--- config.mk ---
export PLATFORM = sky130hd
export DESIGN_NAME = inst_fetch_queue_flat
export DESIGN_NICKNAME = d
export VERILOG_FILES = /design/src/rtl/pipeline_pkg.sv /design/src/rtl/inst_fetch_queue_if.sv /design/src/rtl/inst_fetch_queue_fifo.sv /design/src/rtl/inst_fetch_queue.sv /design/src/flat_wrapper.sv
export SDC_FILE = /design/constraint.sdc
export NUM_CORES = 1
export LEC_CHECK = 0
export ABC_CLOCK_PERIOD_IN_PS = 3550
export BUFFER_PORTS_ARGS = -buffer_cell sky130_fd_sc_hd__buf_2
export CORE_MARGIN = 3
export CORE_UTILIZATION = 45
export DETAILED_ROUTE_END_ITERATION = 8
export PLACE_DENSITY = 0.72
export REMOVE_ABC_BUFFERS = 1
export SLEW_MARGIN = 20
export SYNTH_ARGS = -nofsm -noshare
export SYNTH_HDL_FRONTEND = slang
export SYNTH_SLANG_ARGS = --single-unit
--- constraint.sdc ---
create_clock -name clk -period 3.55 [get_ports clk]
set_input_delay 0.5325 -clock clk [delete_from_list [all_inputs] [get_ports clk]]
set_output_delay 0.5325 -clock clk [all_outputs]
set_load 0.05 [all_outputs]
--- src/rtl/pipeline_pkg.sv ---
// Shared pipeline constants and the fetch-queue entry type used by the fetch front end.
package pipeline_pkg;

  localparam int INST_W = 32;
  localparam int PC_W   = 32;

  localparam logic [PC_W-1:0]   DEFAULT_RESET_PC = 32'h0040_0000;
  localparam logic [PC_W-1:0]   PC_STEP          = 32'd4;
  localparam logic [INST_W-1:0] NOP_INST         = 32'h0000_0000;

  typedef struct packed {
    logic [PC_W-1:0]   pc;
    logic [INST_W-1:0] inst;
  } fetch_entry_t;

  function automatic logic [PC_W-1:0] align_pc(input logic [PC_W-1:0] addr);
    return {addr[PC_W-1:2], 2'b00};
  endfunction

endpackage

--- src/rtl/inst_fetch_queue_if.sv ---
// Fetch front-end bundle: instruction-memory request/return, decode redirect and decode handshake.
interface inst_fetch_queue_if;
  import pipeline_pkg::*;

  logic              imem_req;
  logic [PC_W-1:0]   imem_addr;
  logic [INST_W-1:0] imem_rdata;
  logic              isbranch;
  logic [PC_W-1:0]   branch_pc;
  logic              id_ready;
  logic              if_valid;
  logic [PC_W-1:0]   if_pc_out;
  logic [INST_W-1:0] if_inst_out;

  modport master (
    output imem_req, imem_addr, if_valid, if_pc_out, if_inst_out,
    input  imem_rdata, isbranch, branch_pc, id_ready
  );

  modport slave (
    input  imem_req, imem_addr, if_valid, if_pc_out, if_inst_out,
    output imem_rdata, isbranch, branch_pc, id_ready
  );

endinterface

--- src/rtl/inst_fetch_queue_fifo.sv ---
// fetch_fifo: synchronous DEPTH-entry FIFO of {pc, inst} with flush; flush wins over push/pop.
module fetch_fifo
  import pipeline_pkg::*;
#(
  parameter int DEPTH = 4
) (
  input  logic                     clk,
  input  logic                     reset,
  input  logic                     push,
  input  fetch_entry_t             push_data,
  input  logic                     pop,
  input  logic                     flush,
  output fetch_entry_t             head_data,
  output logic [$clog2(DEPTH):0]   count,
  output logic                     full,
  output logic                     empty
);

  localparam int AW = $clog2(DEPTH);
  localparam logic [AW:0] FULL_COUNT = (AW+1)'(DEPTH);

  fetch_entry_t    mem_q [DEPTH];
  fetch_entry_t    mem_d [DEPTH];
  logic [AW-1:0]   rd_ptr_q, rd_ptr_d;
  logic [AW-1:0]   wr_ptr_q, wr_ptr_d;
  logic [AW:0]     count_q, count_d;
  logic            do_push, do_pop;

  assign full      = (count_q == FULL_COUNT);
  assign empty     = (count_q == '0);
  assign count     = count_q;
  assign head_data = mem_q[rd_ptr_q];

  // A push into a full FIFO is only accepted when the head leaves in the same cycle.
  assign do_pop  = pop && !empty;
  assign do_push = push && (!full || do_pop);

  always_comb begin
    mem_d    = mem_q;
    rd_ptr_d = rd_ptr_q;
    wr_ptr_d = wr_ptr_q;
    count_d  = count_q;
    if (flush) begin
      rd_ptr_d = '0;
      wr_ptr_d = '0;
      count_d  = '0;
    end else begin
      if (do_push) begin
        mem_d[wr_ptr_q] = push_data;
        wr_ptr_d        = wr_ptr_q + AW'(1);
      end
      if (do_pop) begin
        rd_ptr_d = rd_ptr_q + AW'(1);
      end
      count_d = count_q + {{AW{1'b0}}, do_push} - {{AW{1'b0}}, do_pop};
    end
  end

  always_ff @(posedge clk) begin
    if (reset) begin
      rd_ptr_q <= '0;
      wr_ptr_q <= '0;
      count_q  <= '0;
    end else begin
      rd_ptr_q <= rd_ptr_d;
      wr_ptr_q <= wr_ptr_d;
      count_q  <= count_d;
    end
  end

  always_ff @(posedge clk) begin
    mem_q <= mem_d;
  end

endmodule

--- src/rtl/inst_fetch_queue.sv ---
// Fetch front end: PC, single outstanding imem request and a fetch queue toward decode.
// Optional build macro IF_PERF_EN adds perf_fetched/perf_flushed saturating counters.
module inst_fetch_queue
  import pipeline_pkg::*;
#(
  parameter int              DEPTH    = 4,
  parameter logic [PC_W-1:0] RESET_PC = DEFAULT_RESET_PC
) (
  input  logic               clk,
  input  logic               reset,
  inst_fetch_queue_if.master bus
`ifdef IF_PERF_EN
  ,
  output logic [31:0]        perf_fetched,
  output logic [31:0]        perf_flushed
`endif
);

  localparam int CW = $clog2(DEPTH) + 1;
  localparam logic [CW-1:0] DEPTH_C = CW'(DEPTH);

  logic [PC_W-1:0] pc_q, pc_d;
  logic            inflight_q, inflight_d;
  logic [PC_W-1:0] inflight_pc_q, inflight_pc_d;

  fetch_entry_t    fifo_head;
  fetch_entry_t    fifo_push_data;
  logic [CW-1:0]   fifo_count;
  logic            fifo_full;
  logic            fifo_empty;
  logic            fifo_push;
  logic            pop;
  logic            issue;
  logic [CW-1:0]   occupancy;

  // A redirect suppresses both the pop and the request in its own cycle.
  assign pop       = !fifo_empty && bus.id_ready && !bus.isbranch && !reset;
  assign occupancy = fifo_count + {{(CW-1){1'b0}}, inflight_q} - {{(CW-1){1'b0}}, pop};
  assign issue     = !reset && !bus.isbranch && !(fifo_full && !pop) && (occupancy < DEPTH_C);

  assign fifo_push      = inflight_q && !bus.isbranch;
  assign fifo_push_data = '{pc: inflight_pc_q, inst: bus.imem_rdata};

  fetch_fifo #(
    .DEPTH (DEPTH)
  ) u_fifo (
    .clk       (clk),
    .reset     (reset),
    .push      (fifo_push),
    .push_data (fifo_push_data),
    .pop       (pop),
    .flush     (bus.isbranch),
    .head_data (fifo_head),
    .count     (fifo_count),
    .full      (fifo_full),
    .empty     (fifo_empty)
  );

  always_comb begin
    pc_d          = pc_q;
    inflight_d    = 1'b0;
    inflight_pc_d = inflight_pc_q;
    if (bus.isbranch) begin
      pc_d = align_pc(bus.branch_pc);
    end else if (issue) begin
      pc_d          = pc_q + PC_STEP;
      inflight_d    = 1'b1;
      inflight_pc_d = pc_q;
    end
  end

  always_ff @(posedge clk) begin
    if (reset) begin
      pc_q          <= RESET_PC;
      inflight_q    <= 1'b0;
      inflight_pc_q <= '0;
    end else begin
      pc_q          <= pc_d;
      inflight_q    <= inflight_d;
      inflight_pc_q <= inflight_pc_d;
    end
  end

  assign bus.imem_req    = issue;
  assign bus.imem_addr   = pc_q;
  assign bus.if_valid    = !fifo_empty;
  assign bus.if_pc_out   = fifo_empty ? '0 : fifo_head.pc;
  assign bus.if_inst_out = fifo_empty ? NOP_INST : fifo_head.inst;

`ifdef IF_PERF_EN
  logic [31:0] perf_fetched_q, perf_fetched_d;
  logic [31:0] perf_flushed_q, perf_flushed_d;
  logic [32:0] flushed_sum;

  assign flushed_sum = {1'b0, perf_flushed_q} + 33'(fifo_count) + 33'(inflight_q);

  always_comb begin
    perf_fetched_d = perf_fetched_q;
    perf_flushed_d = perf_flushed_q;
    if (pop && perf_fetched_q != 32'hFFFF_FFFF) begin
      perf_fetched_d = perf_fetched_q + 32'd1;
    end
    if (bus.isbranch) begin
      perf_flushed_d = flushed_sum[32] ? 32'hFFFF_FFFF : flushed_sum[31:0];
    end
  end

  always_ff @(posedge clk) begin
    if (reset) begin
      perf_fetched_q <= '0;
      perf_flushed_q <= '0;
    end else begin
      perf_fetched_q <= perf_fetched_d;
      perf_flushed_q <= perf_flushed_d;
    end
  end

  assign perf_fetched = perf_fetched_q;
  assign perf_flushed = perf_flushed_q;
`endif

endmodule
--- src/flat_wrapper.sv ---
// flat-port wrapper written by rule: the top's interface ports become plain ports
module inst_fetch_queue_flat import pipeline_pkg::*;
#(
  parameter int              DEPTH    = 4,
  parameter logic [PC_W-1:0] RESET_PC = DEFAULT_RESET_PC
)
  (clk, reset, bus_imem_req, bus_imem_addr, bus_if_valid, bus_if_pc_out, bus_if_inst_out, bus_imem_rdata, bus_isbranch, bus_branch_pc, bus_id_ready);
  inst_fetch_queue_if bus_i ();
  input  logic clk;
  input  logic reset;
  output wire logic [$bits(bus_i.imem_req)-1:0] bus_imem_req;
  output wire logic [$bits(bus_i.imem_addr)-1:0] bus_imem_addr;
  output wire logic [$bits(bus_i.if_valid)-1:0] bus_if_valid;
  output wire logic [$bits(bus_i.if_pc_out)-1:0] bus_if_pc_out;
  output wire logic [$bits(bus_i.if_inst_out)-1:0] bus_if_inst_out;
  input wire logic [$bits(bus_i.imem_rdata)-1:0] bus_imem_rdata;
  input wire logic [$bits(bus_i.isbranch)-1:0] bus_isbranch;
  input wire logic [$bits(bus_i.branch_pc)-1:0] bus_branch_pc;
  input wire logic [$bits(bus_i.id_ready)-1:0] bus_id_ready;
  assign bus_imem_req = bus_i.imem_req;
  assign bus_imem_addr = bus_i.imem_addr;
  assign bus_if_valid = bus_i.if_valid;
  assign bus_if_pc_out = bus_i.if_pc_out;
  assign bus_if_inst_out = bus_i.if_inst_out;
  assign bus_i.imem_rdata = bus_imem_rdata;
  assign bus_i.isbranch = bus_isbranch;
  assign bus_i.branch_pc = bus_branch_pc;
  assign bus_i.id_ready = bus_id_ready;
  inst_fetch_queue #(.DEPTH(DEPTH), .RESET_PC(RESET_PC)) u_core (.clk(clk), .reset(reset), .bus(bus_i));
endmodule
==> impl_metrics.ini, run 1 <==
[clocking]
path_clk_slew_ns = 0.06
root_buffer = clkbuf_16
h-tree-depth = 1
clock_latency_ns = 0.55
clkSinkCount = 316
clock_path_buffers = 3
cts_hold_buf = 0
cts_buffers = 30
tritoncts = done

[synthesis]
ys_seq_area_share_pct = 69.4
ys_types = 57
ys.flop_type = edfxtp_1
syn_area_per_cell_sq_um = 15.7
synthCells = 810
ys_warn_count = 0
ys_ff_latch = 316
synth_edf_count = 248
netlist_area_sq_um = 12700
async_reset_ff_share_pct = 0

[floorplan]
placeableCoreArea_sq_um = 27300
num_rows = 60
die_w_um = 174
die_area_sq_um = 30300
start_util_pct = 46.4
io_pins = 166
fp.dieH_um = 174

[finish]
antenna_cells = 0
nets = 1062
stdcell_count = 1380
fill_cells = 2249
layout-drive-gt1-share_pct = 31.3
area_growth_pct = 19.1

[timing]
hold_violations = 0
slew_headroom_pct = 58.0
fin_worst_skew_ns = 0.0109
finalCriticalPeriod_ns = 3.45
worst_pin_slew_ns = 0.626
period_share_pct = 97.3
setup_violations = 0
maxSlewViolCount = 0
rsz0062_at_grt = yes
setup_slack_ns = 0.0958
max_freq_mhz = 290

[route]
wl_per_cell_um = 19.9
drt-total-wl_um = 27500
vias = 7500
ant_nets = 0
drc = 0
first_pass_iters = 5
drt_iter0_drc = 675
vias_per_cell = 5.43

[grt]
grt_first_pass_wirelength_um = 43200
grt_pass1_vias = 7522
grt_usage_pct = 18.0
gr-total-overflow = 0
grt_max_degree = 65
antenna_found_initial = 0

[pwr]
ir_drop_uv = 318
power.density_nw_per_um2 = 519
p_leak_nw = 5.37

[setup_path]
slowest_delay_ns = 0.52
critPathKind = reg2out
critPathLaunchType = flop
cp.arrival_ns = 2.92
end_kind = output pin
crit_chain = or3_2 > and3_1 > ha_1 > nand3b_2 > and3_4 > o21ai_4 > nand3_4 > inv_2 > buf_4
cp_slowest_cell = or3_2
required_ns = 3.02
crit_fanout = 6

[place]
numPortBuffers = 159
gp_congestion = 0.828
pre_cts_ws_ns = 0.144
dp.cells = 1321
place_hpwl_um = 17800

[hold_path]
min-delay-path-class = in2reg

[job]
drv_cap = 0

[status]
status = finished clean
## metrics by stage
| step | instance area [sq um] | util, % | hold slack [ns] | TNS [ns] | power, W |
|---|---|---|---|---|---|
| finish | 15100 | 55.3 | 0.204 | 0 | 0.00784 |
| global route | 15100 | 55.3 | 0.180 | -0.0599 | 0.00811 |
| CTS | 15100 | 55.3 | 0.177 | 0 | 0.00792 |
| detailed placement | 14000 | 51.4 | 0.477 | 0 | 0.00465 |
| global placement | 14000 | 51.4 | 0.469 | 0 | 0.00463 |
| floorplan | 12500 | - | 0.458 | -63.48 | 0.00446 |
## layer usage
layer	GRT usage (%)	part of all wire, %	wire (um)	vias up
li1	-	-	-	3467
met1	25.4	43	11800	3716
met2	29.3	48	13200	282
met3	3.80	7.3	1990	35
met4	3.59	1.9	529	0
met5	0	0	0	-
## cells by family after synthesis
kind of cell    after synthesis  synth area share [%]
flops                       316                  69.4
xor+xnor                     15                  1.04
simple gates                277                  11.4
buf+inv                      66                  2.26
mux                          64                  11.2
compound gates               61                  3.66
other cells                   1                0.0295
fa+ha+maj                    10                  1.04
## state kept, by name (all words and copies together), names as in the netlist
name and flops:
u_core.bus.imem_addr 30, u_core.u_fifo.rd_ptr_q 2, u_core.inflight_q 1, u_core.u_fifo.count 3, u_core.u_fifo.mem_q 248, u_core.u_fifo.wr_ptr_q 2
u_core.inflight_pc_q 30
## final cells by class
cell class              instances  area (sq um)  area share, %
flip-flops and latches        316          8820           58.3
multi-input cells             431          3630           24.0
repair buffers                189          1110           7.35
clock buffers                  36           793           5.25
well taps                     372           465           3.08
clock inverters                20           245           1.62
inverters                      16          60.1          0.397
## cell usage in the layout (no fill, tap or decap), drive strengths merged, types with 3 or more instances in the layout
cell,n
ha,9
clkinv,12
buf,189
a32oi,4
nand3,46
clkinvlp,5
o31ai,3
edfxtp,248
mux4,62
o211ai,9
xor2,10
a31oi,6
bufinv,5
and2,71
a311oi,3
conb,4
nor2,32
and4,5
a21oi,8
nor4,3
nand4,19
o311ai,5
a211oi,9
xnor2,5
clkbuf,36
nor3,4
o21ai,4
nand2,79
and3,5
or4,5
dfxtp,68
inv,14
## repair_timing
item,in CTS,in global routing
buffers inserted,3,0
endpoints found under the setup margin,1,2
gates resized for setup,1,1
pin swaps,3,0
## synth_stat cells, drive strengths merged (4+ instances only)
cell | number | area share, %
buf | 18 | 0.82
nand3 | 46 | 2.0
and2 | 71 | 3.5
a32oi | 4 | 0.28
nand2 | 79 | 2.3
o311ai | 5 | 0.35
mux4 | 62 | 11
xor2 | 10 | 0.69
a21oi | 8 | 0.35
a31oi | 6 | 0.30
nor3 | 4 | 0.16
o211ai | 9 | 0.53
dfxtp | 68 | 11
nor2 | 32 | 0.95
inv | 14 | 0.41
o21ai | 4 | 0.25
or4 | 5 | 0.30
edfxtp | 248 | 59
a211oi | 9 | 0.53
ha | 9 | 0.89
and4 | 5 | 0.35
xnor2 | 5 | 0.35
nand4 | 19 | 0.94
and3 | 5 | 0.29
clkbuf | 32 | 0.97
## worst paths after layout
kind / startpoint / endpoint / slack (ns) / depth (start not counted)
setup / recovery: u_core.u_fifo.count[1]$_SDFF_PP0_ / bus_imem_req / 0.1 / 9
hold / removal: bus_imem_rdata[4] / u_core.u_fifo.mem_q[68]$_DFFE_PP_ / 0.20 / 1
setup reg to reg: u_core.u_fifo.count[1]$_SDFF_PP0_ / u_core.bus.imem_addr[20]$_SDFFE_PP0P_ / 0.23 / 10
hold reg to reg: u_core.bus.imem_addr[31]$_SDFFE_PP0P_ / u_core.inflight_pc_q[31]$_SDFFE_PP0P_ / 0.48 / 2
## where the power goes
group | leakage [nW] | switching [W] | internal, W | total [W]
clock | 0.495 | 0.00132 | 0.00196 | 0.00328
sequential | 2.73 | 0.0000707 | 0.00406 | 0.00413
combinational | 2.15 | 0.000307 | 0.000132 | 0.000440
## worst max-delay path: cells and delay by family (launching register included)
kind / cells / cell delay, ns
AOI/OAI and AO/OA: 1 / 0.19
adders and majority gates: 1 / 0.25
buffers and inverters: 2 / 0.29
DFF: 1 / 0.39
and+or+nand+nor: 5 / 1.25
No activity file was read; power rests on OpenSTA's default activity.
==> run 2, diff against run 1 <==
- CORE_UTILIZATION: 45 -> 30
- CTS_CLUSTER_DIAMETER: not set -> 50
- PLACE_DENSITY: 0.72 -> 0.54
==> run 2 against run 1 <==
Wire length rose by 16%. Count of clock-buffer cells in the layout rose by 16. Hold slack got worse by 0.0042 ns. Total power rose by 6.9%. Sequential share of layout area fell by 1.8 points. Flip-flop and latch count did not move. Die area rose by 48%. Clock power rose by 16%. Core utilization fell by 18 points. Combinational power rose by 2%. Cell count rose by 13%. First-iteration DRC count fell by 33%.
==> impl_metrics.ini, run 2 (synthesized netlist as in run 1, its figures left out) <==
[status]
status = finished clean

[pwr]
ir_drop_uv = 279
power.density_nw_per_um2 = 537
p_int_w = 0.00643
fin_total_pwr_w = 0.00838
pwr-share-comb_pct = 5.4
p_clk_share_pct = 45.3
p_leak_nw = 5.53
switchingPower_w = 0.00195
switching_share_pct = 23.2
pwr-share-seq_pct = 49.3

[finish]
fill_cells = 3937
largest-register = u_core.u_fifo.mem_q
largest_reg_flops = 248
layout_commonest_cell = edfxtp_1
final_cell_mix = 248 x edfxtp_1, 158 x buf_2, 79 x nand2_1
area_growth_pct = 22.9
stdcell_count = 1562
nets = 1076
layout-drive-gt1-share_pct = 32.7

[clocking]
clock_latency_ns = 0.55
root_buffer = clkbuf_16
path_clk_slew_ns = 0.06
tritoncts = done
cts_buffers = 39
h-tree-depth = 2
clock_path_buffers = 3
clkSinkCount = 316

[setup_path]
required_ns = 3.02
critPathKind = reg2out
critPathLaunchType = flop
end_kind = output pin
crit_fanout = 6
r2r-start = u_core.u_fifo.count[1]$_SDFF_PP0_
critPathLaunch = u_core.u_fifo.count[1]$_SDFF_PP0_
cp.arrival_ns = 2.90

[grt]
grt_pass1_vias = 7766
antenna_found_initial = 3
grt_max_degree = 64
grt_first_pass_wirelength_um = 48500
grt_usage_pct = 14.4
gr-total-overflow = 0

[timing]
timing.hold.ws_ns = 0.200
period_share_pct = 96.6
max_freq_mhz = 291
slew_headroom_pct = 35.5
rsz0062_at_grt = no
fin_setup_tns_ns = 0
hold_violations = 0
worst_pin_slew_ns = 0.959
fin_worst_skew_ns = 0.0161
maxSlewViolCount = 0
finalCriticalPeriod_ns = 3.43
setup_violations = 0
setup_slack_ns = 0.119

[route]
drc = 0
wl_per_cell_um = 20.5
vias_per_cell = 4.84
drt_iter0_drc = 453
drt-total-wl_um = 32000
ant_nets = 0
first_pass_iters = 5
vias = 7557

[floorplan]
die_area_sq_um = 44800
num_rows = 74
start_util_pct = 30.7
placeableCoreArea_sq_um = 41300
die_w_um = 212
fp.dieH_um = 212
io_pins = 166

[place]
pre_cts_ws_ns = 0.251
dp.cells = 1487
place_hpwl_um = 20300
gp_congestion = 0.813
numPortBuffers = 159

[job]
drv_cap = 0

[hold_path]
hold_path.startpoint = bus_imem_rdata[8]
min-delay-path-class = in2reg
-- run 2: cell types whose count changed in the layout (fill, tap and decap cells not counted), moves of 2 or more --
cell	previous run	this run
bufinv_16	5	1
dfxtp_2	0	2
buf_4	24	28
inv_6	0	4
clkbuf_1	4	9
dfxtp_1	66	64
inv_8	0	2
clkbuf_16	30	40
clkinvlp_4	5	3
clkinv_1	5	3
-- run 2: power by group through the flow --
stage               sequential, W  combinational [W]  clock [W]
finish                    0.00413           0.000450    0.00380
global placement          0.00421           0.000448          0
detailed placement        0.00421           0.000453          0
global route              0.00414           0.000486    0.00409
floorplan                 0.00426           0.000200          0
CTS                       0.00413           0.000456    0.00393
-- run 2: timing repair --
action | CTS | global route
endpoints found under the setup margin | 1 | 1
pin swaps | 2 | 1
resized for setup | 5 | 3
hold buffers | 0 | 0
buffers inserted | 1 | 1
-- run 2: area by class of cell --
cell class | instances | area (sq um) | area share [%]
sequential | 316 | 8820 | 56.5
clock inverter | 20 | 174 | 1.12
timing repair buffer | 194 | 1150 | 7.39
antenna | 1 | 2.50 | 0.0160
tap | 532 | 666 | 4.27
inverter | 16 | 62.6 | 0.401
clock buffer | 52 | 1080 | 6.90
multi-input combinational | 431 | 3640 | 23.4
-- run 2: path summary, 6_finish.rpt --
path | to | cells after the start | slack (ns)
min reg2reg | u_core.inflight_pc_q[31]$_SDFFE_PP0P_ | 2 | 0.48
min | u_core.u_fifo.mem_q[8]$_DFFE_PP_ | 1 | 0.20
max reg2reg | u_core.bus.imem_addr[20]$_SDFFE_PP0P_ | 12 | 0.37
max | bus_imem_req | 11 | 0.12
-- run 2: layer usage --
layer / share of wire [%] / track usage (%) / up-vias
li1: - / - / 3516
met5: 0.041 / 0 / -
met4: 1.8 / 4.27 / 2
met3: 5.8 / 3.23 / 43
met1: 46 / 20.0 / 3759
met2: 46 / 22.8 / 237
-- run 2: critical path, cell delays in order, from the launching register on --
cell and delay (ns):
dfxtp_2 0.37, or3_2 0.51, and3_1 0.19, ha_1 0.18
inv_1 0.05, ha_1 0.24, nand3b_4 0.12, a21oi_4 0.08
a211o_4 0.32, nand3_4 0.10, inv_4 0.06, buf_6 0.15
-- run 2: stage by stage --
step	instance area (sq um)	utilization (%)
floorplan	12500	-
finish	15600	37.8
CTS	15600	37.7
detailed placement	14300	34.6
global route	15600	37.8
global placement	14300	34.6
